[src/rtl/flit_packetizer.sv]
// Wormhole packet injector: turns a (dst, len) descriptor plus payload words into HEADER/PAYLOAD/TAIL flits.
// Optional FLIT_CHECKSUM_EN: every payload word goes out as PAYLOAD, followed by a TAIL carrying an XOR checksum.
module flit_packetizer #(
  parameter int DATA_W = 32,
  parameter int LEN_W  = 4
) (
  input  logic              clk,
  input  logic              rst,
  input  logic [3:0]        cur_addr,
  input  logic              pkt_valid,
  output logic              pkt_ready,
  input  logic [3:0]        pkt_dst,
  input  logic [LEN_W-1:0]  pkt_len,
  input  logic              din_valid,
  output logic              din_ready,
  input  logic [DATA_W-1:0] din,
  input  logic              rd,
  output logic              empty,
  output logic [2:0]        flit_id,
  output logic [3:0]        dst_addr,
  output logic [DATA_W-1:0] flit_data,
  output logic              busy
);

  localparam logic [2:0] FLIT_HEADER  = 3'b001;
  localparam logic [2:0] FLIT_PAYLOAD = 3'b010;
  localparam logic [2:0] FLIT_TAIL    = 3'b100;

  typedef enum logic [1:0] {S_IDLE, S_BODY, S_ZTAIL, S_CSUM} state_e;

  state_e            state_q;
  logic [LEN_W-1:0]  cnt_q;
  logic              empty_q;
  logic              busy_q;
  logic [2:0]        id_q;
  logic [3:0]        dst_q;
  logic [DATA_W-1:0] data_q;

  logic              slot_free;
  logic              pkt_acc;
  logic              din_acc;
  logic              last_word;
  logic [DATA_W-1:0] hdr_data;
  logic [DATA_W-1:0] tail_data;

`ifdef FLIT_CHECKSUM_EN
  logic [DATA_W-1:0] csum_q;
  assign tail_data = csum_q;
`else
  assign tail_data = '0;
`endif

  // The output register can take a new flit when it is empty or being popped this cycle.
  assign slot_free = empty_q | rd;
  assign pkt_ready = rst & (state_q == S_IDLE) & slot_free;
  assign din_ready = rst & (state_q == S_BODY) & slot_free;
  assign pkt_acc   = pkt_valid & pkt_ready;
  assign din_acc   = din_valid & din_ready;
  assign last_word = (cnt_q == LEN_W'(1));
  assign hdr_data  = DATA_W'({pkt_len, cur_addr, pkt_dst});

  always_ff @(posedge clk or negedge rst) begin
    if (!rst) begin
      state_q <= S_IDLE;
      cnt_q   <= '0;
      empty_q <= 1'b1;
      busy_q  <= 1'b0;
      id_q    <= '0;
      dst_q   <= '0;
      data_q  <= '0;
`ifdef FLIT_CHECKSUM_EN
      csum_q  <= '0;
`endif
    end else begin
      // A pop empties the slot unless a new flit is loaded on the same edge below.
      if (rd) empty_q <= 1'b1;
      case (state_q)
        S_IDLE: begin
          if (pkt_acc) begin
            cnt_q   <= pkt_len;
            empty_q <= 1'b0;
            busy_q  <= 1'b1;
            id_q    <= FLIT_HEADER;
            dst_q   <= pkt_dst;
            data_q  <= hdr_data;
`ifdef FLIT_CHECKSUM_EN
            csum_q  <= hdr_data;
            state_q <= (pkt_len != '0) ? S_BODY : S_CSUM;
`else
            state_q <= (pkt_len != '0) ? S_BODY : S_ZTAIL;
`endif
          end
        end
        S_BODY: begin
          if (din_acc) begin
            cnt_q   <= cnt_q - LEN_W'(1);
            empty_q <= 1'b0;
            data_q  <= din;
`ifdef FLIT_CHECKSUM_EN
            id_q    <= FLIT_PAYLOAD;
            csum_q  <= csum_q ^ din;
            if (last_word) state_q <= S_CSUM;
`else
            if (last_word) begin
              id_q    <= FLIT_TAIL;
              busy_q  <= 1'b0;
              state_q <= S_IDLE;
            end else begin
              id_q    <= FLIT_PAYLOAD;
            end
`endif
          end
        end
        default: begin
          // S_ZTAIL / S_CSUM: a standalone TAIL that consumes no payload word.
          if (slot_free) begin
            empty_q <= 1'b0;
            id_q    <= FLIT_TAIL;
            data_q  <= tail_data;
            busy_q  <= 1'b0;
            state_q <= S_IDLE;
          end
        end
      endcase
    end
  end

  assign empty     = empty_q;
  assign flit_id   = id_q;
  assign dst_addr  = dst_q;
  assign flit_data = data_q;
  assign busy      = busy_q;

endmodule

[config.mk]
export PLATFORM = sky130hd
export DESIGN_NAME = flit_packetizer
export DESIGN_NICKNAME = d
export VERILOG_FILES = /design/src/rtl/flit_packetizer.sv
export SDC_FILE = /design/constraint.sdc
export NUM_CORES = 1
export LEC_CHECK = 0
export CORE_UTILIZATION = 46
export DETAILED_ROUTE_END_ITERATION = 8
export PLACE_DENSITY = 0.83
export REMOVE_ABC_BUFFERS = 1
export SETUP_SLACK_MARGIN = 0.1
export SYNTH_ARGS = -nofsm -noshare
export SYNTH_HDL_FRONTEND = slang
export SYNTH_SLANG_ARGS = --single-unit
[constraint.sdc]
create_clock -name clk -period 4.1 [get_ports clk]
set_input_delay 0.82 -clock clk [delete_from_list [all_inputs] [get_ports clk]]
set_output_delay 0.82 -clock clk [all_outputs]
set_load 0.1 [all_outputs]
== After elaboration in Yosys (flattened, before gate mapping) ==
Cells that the tools add are included.

* Bits in registers: 47
* Input bits: 49
* Output and inout bits: 43
* Word-level logic and storage cells: 56

* Add/sub/neg operators: 1
* Equality and inequality tests: 5
* Multiplexer cells: 28
* Bitwise logic cells: 7
* Reduce and logical (&&, ||, !) cells: 8

{| class="wikitable"
|+ Operators with widths
! operator !! count
|-
| $mux 32 || 3
|-
| $pmux 32 s2 || 1
|-
| $mux 3 || 4
|-
| $mux 2 || 5
|-
| $mux 1 || 8
|-
| $mux 4 || 2
|-
| $pmux 4 s2 || 1
|-
| $and 1x1->1 || 6
|-
| $ne 2x2->1 const B || 3
|-
| $pmux 3 s2 || 1
|-
| $reduce_and 3->1 || 2
|-
| $eq 4x1->1 const B || 1
|-
| $pmux 1 s2 || 2
|-
| $pmux 2 s2 || 1
|-
| $reduce_and 4->1 || 1
|-
| $reduce_bool 4->1 || 1
|-
| $sub 4x1->4 const B || 1
|-
| $reduce_bool 3->1 || 1
|-
| $eq 2x1->1 const B || 1
|-
| $logic_not 2->1 || 1
|-
| $reduce_and 2->1 || 1
|-
| $reduce_bool 2->1 || 1
|-
| $or 1x1->1 || 1
|}

== Logic depth before layout (Yosys ltp) ==
* Word-level depth: 6
* Mapped depth: 6
* Gate-level depth less buffers: 6

== Worst setup path before layout ==
Ideal clock, no wire load.

* Path type: flip-flop to output port
* From: reg empty_q (netlist: empty)
* To: out din_ready
* Data arrival time: 2.418 ns
* Required time: 3.280 ns
* Path slack: 0.862 ns
* Cell stages (with the launch flop): 4
* Path buffers: 0
* Cell sequence: dfstp_2 -> or2_2 -> nand2_1 -> nor2_1

* Longest elaborated chain between the ends: 2

{| class="wikitable"
|+ Ends and longest elaborated chain
! what !! line !! text
|-
| start, declared || 33 || <nowiki>logic empty_q;</nowiki>
|-
| start signal, assigned || 66 || <nowiki>empty_q <= 1'b1;</nowiki>
|-
| start signal, assigned || 76 || <nowiki>if (rd) empty_q <= 1'b1;</nowiki>
|-
| start signal, assigned || 81 || <nowiki>empty_q <= 1'b0;</nowiki>
|-
| $or 1x1->1 || 54 || <nowiki>assign slot_free = empty_q | rd;</nowiki>
|-
| $and 1x1->1 || 56 || <nowiki>assign din_ready = rst & (state_q == S_BODY) & slot_free;</nowiki>
|-
| end, declared || 15 || <nowiki>output logic din_ready,</nowiki>
|}

Every way passes these cells.

== Final worst setup path ==
* From: reg state_q[0]
* To: out din_ready

* Longest elaborated chain between the ends: 3

{| class="wikitable"
|+ Ends and longest elaborated chain
! what !! line !! text
|-
| start, declared || 31 || <nowiki>state_e state_q;</nowiki>
|-
| start signal, assigned || 90 || <nowiki>state_q <= (pkt_len != '0) ? S_BODY : S_ZTAIL;</nowiki>
|-
| $eq 2x1->1 || 56 ||
|-
| $and 1x1->1 (2 in series) || 56 ||
|}

Every way passes these cells.

==> metrics.txt <==
status completed; RSZ-0062 raised after global routing false; global placement routability congestion approximately 0.77; detail-routed via count per cell ~5.3; number of gates given a new drive strength after cts 0; Port-buffer cells between 90 and 100; number of antenna repair diodes 0; source-to-sink clock delay at the later pin of the worst-skew pair 0.30 ns; number of top-level pins 92; type of destination of the critical path primary output; Clock transition at path regs 0.09 ns; total vias in the final route roughly 1,900; DRT Wirelength around 5200 µm; clock tree buffer depth 2; shortest clock period the worst path allows after layout between 3 and 4 ns; CTS tree built; Mapped Area approximately 2200 µm²; worst slew pin tran between 1 and 1.5 ns; Worst EP required 3.28 ns; final setup vio count 0; CTS Hold Bufs 0; number of flops mapped to enable cells by yosys 0; startpoint types flop; synthesized instance count about 220; root cell of the clock tree sky130_fd_sc_hd__clkbuf_8; Global Route Usage Sum between 20% and 30%; post-DR wirelength/cell ~14 µm; effective utilization at floorplan 49.2%; Std-Cell Core Area 4500 µm²; Post-CTS Repair Setup Buffers 0; hold crit path type in2async; Setup Total Neg Slack 0 ns; share of synthesized registers carrying an async set or reset 100%; GRT overflow 0; flip-flop and latch count after synthesis 47; synthesis-to-finish area growth 46.0%; final number of max-transition violations 0; number of warnings reported in the yosys synthesis log 0; Core Rows 24; H-tree levels 2; reg-to-reg startpoint state_q[0]; DP Wirelength around 3700 µm; Crit Path Category reg2out; clk sinks 47; Die H 71.4 µm; arrival time at the worst endpoint between 2 and 2.5 ns; count of max-cap constraint violations 0; Setup crit start state_q[0]; sequential element share of the synthesized area between 50% and 60%; vias in the first global route about 1,800; Rel. slew slack a little under a third; initial DRC count ~140; number of antenna violations at the first check in global routing 0; total CTS buffers 5; largest fanout of any net on the critical path 21; clk_skew approximately 0.0086 ns; mean cell area of the mapped netlist between 10 and 15 µm²; full die area 5100 µm²; DR pass1 iterations 4; final worst path period share between 70 and 80%; Die W 71.4 µm; total count of hold-check failures in the final report 0; fraction of the core area covered by cells at the end of the flow 71.9%; total number of nets in the final design about 360; share of cells above drive strength 1 10.2%; remaining antenna violation count after routing 0; largest net degree at the start of global routing 66; Peak Freq 327 MHz; # DRC 0; Synth cell types 38; global-route wire length before repair 8800 µm; Primary FF master, synth sky130_fd_sc_hd__dfrtp_1
[per-stage QoR]
step	instances	instance area, µm²	worst slack [ns]	hold WS (ns)
6_report	357	3240	1.05	0.442
5_1_grt	357	3240	0.950	0.457
4_1_cts	357	3240	1.06	0.450
3_5_place_dp	349	3100	1.25	0.466
3_3_place_gp	349	3100	1.28	0.459
2_1_floorplan	203	2120	0.848	0.510
[kinds of logic after synthesis]
logic type / share of synthesized area [%]
AND/OR/NAND/NOR: 15.7
buffers and inverters: 5.25
multiplexers: 8.63
flip-flops: 53.1
AO/OA/AOI/OAI: 16.2
adder cells (fa/ha/maj): 1.13
[synth_stat cells (2+ instances only)]
library cell	count	area share, %
sky130_fd_sc_hd__buf_2	5	1.1
sky130_fd_sc_hd__nand2_1	60	10
sky130_fd_sc_hd__buf_6	5	2.5
sky130_fd_sc_hd__a21oi_1	4	0.90
sky130_fd_sc_hd__o21ai_1	8	1.8
sky130_fd_sc_hd__mux2i_1	12	5.4
sky130_fd_sc_hd__o21ai_0	19	4.3
sky130_fd_sc_hd__o31ai_2	7	4.0
sky130_fd_sc_hd__nor3b_1	2	0.68
sky130_fd_sc_hd__o31ai_1	5	1.7
sky130_fd_sc_hd__ha_1	2	1.1
sky130_fd_sc_hd__nand2b_1	2	0.56
sky130_fd_sc_hd__mux2_2	4	2.0
sky130_fd_sc_hd__inv_1	4	0.68
sky130_fd_sc_hd__nor2_1	7	1.2
sky130_fd_sc_hd__nor3_1	3	0.68
sky130_fd_sc_hd__clkbuf_1	2	0.34
sky130_fd_sc_hd__dfrtp_1	46	52
[area by class of cell]
class	count	area, µm²
clock buffers	6	72.6
clock inverters	2	60.1
fillers	352	1270
inverters	4	15.0
multi-input cells	152	923
flip-flops and latches	47	1180
well taps	52	65.1
repair buffers	94	923
[registers in the layout, summed over array words and instances (netlist names)]
signal and count:
empty 1, flit_data 32, state_q 2, cnt_q 4
flit_id 3, busy 1, dst_addr 4
[cells in the final DEF (no fill, tap or decap), drive strengths merged]
| cell | n |
|---|---|
| clkdlybuf4s50 | 88 |
| nand2 | 60 |
| dfrtp | 46 |
| o21ai | 27 |
| o31ai | 13 |
| mux2i | 12 |
| nor2 | 7 |
| clkbuf | 6 |
| buf | 6 |
| mux2 | 6 |
| inv | 4 |
| a21oi | 4 |
| nor3 | 3 |
| nand2b | 2 |
| nor3b | 2 |
| ha | 2 |
| bufinv | 2 |
| o21ba | 1 |
| a21boi | 1 |
| or2 | 1 |
| and3b | 1 |
| and3 | 1 |
| nand3 | 1 |
| a211o | 1 |
| nor4 | 1 |
| nor2b | 1 |
| a22o | 1 |
| or3 | 1 |
| o22ai | 1 |
| a32oi | 1 |
| a211oi | 1 |
| dfstp | 1 |
[layer usage]
layer	vias to the layer above	wire length (µm)	track usage [%]
li1	913	-	-
met1	874	2340	29.9
met2	86	2340	35.9
met3	6	430	6.05
met4	0	46	5.33
met5	-	0	0
[critical path: stages (launching register included)]
cell and delay, ns:
sky130_fd_sc_hd__dfrtp_1 0.97, sky130_fd_sc_hd__nand2b_1 0.43, sky130_fd_sc_hd__nor2_1 0.21, sky130_fd_sc_hd__buf_4 0.31
[final timing paths]
| check | end | slack [ns] | cells past startpoint |
|---|---|---|---|
| max | din_ready | 1.05 | 3 |
| min | flit_id[2] | 0.44 | 1 |
| max reg2reg | flit_id[1] | 1.54 | 4 |
| min reg2reg | flit_data[2] | 0.48 | 2 |
| max in group asynchronous | flit_data[7] | 2.87 | 2 |
| min in group clk | flit_data[2] | 0.48 | 2 |
Power is not shown: default switching activity piles up to over one toggle a cycle in this logic, so the estimate is an artifact.
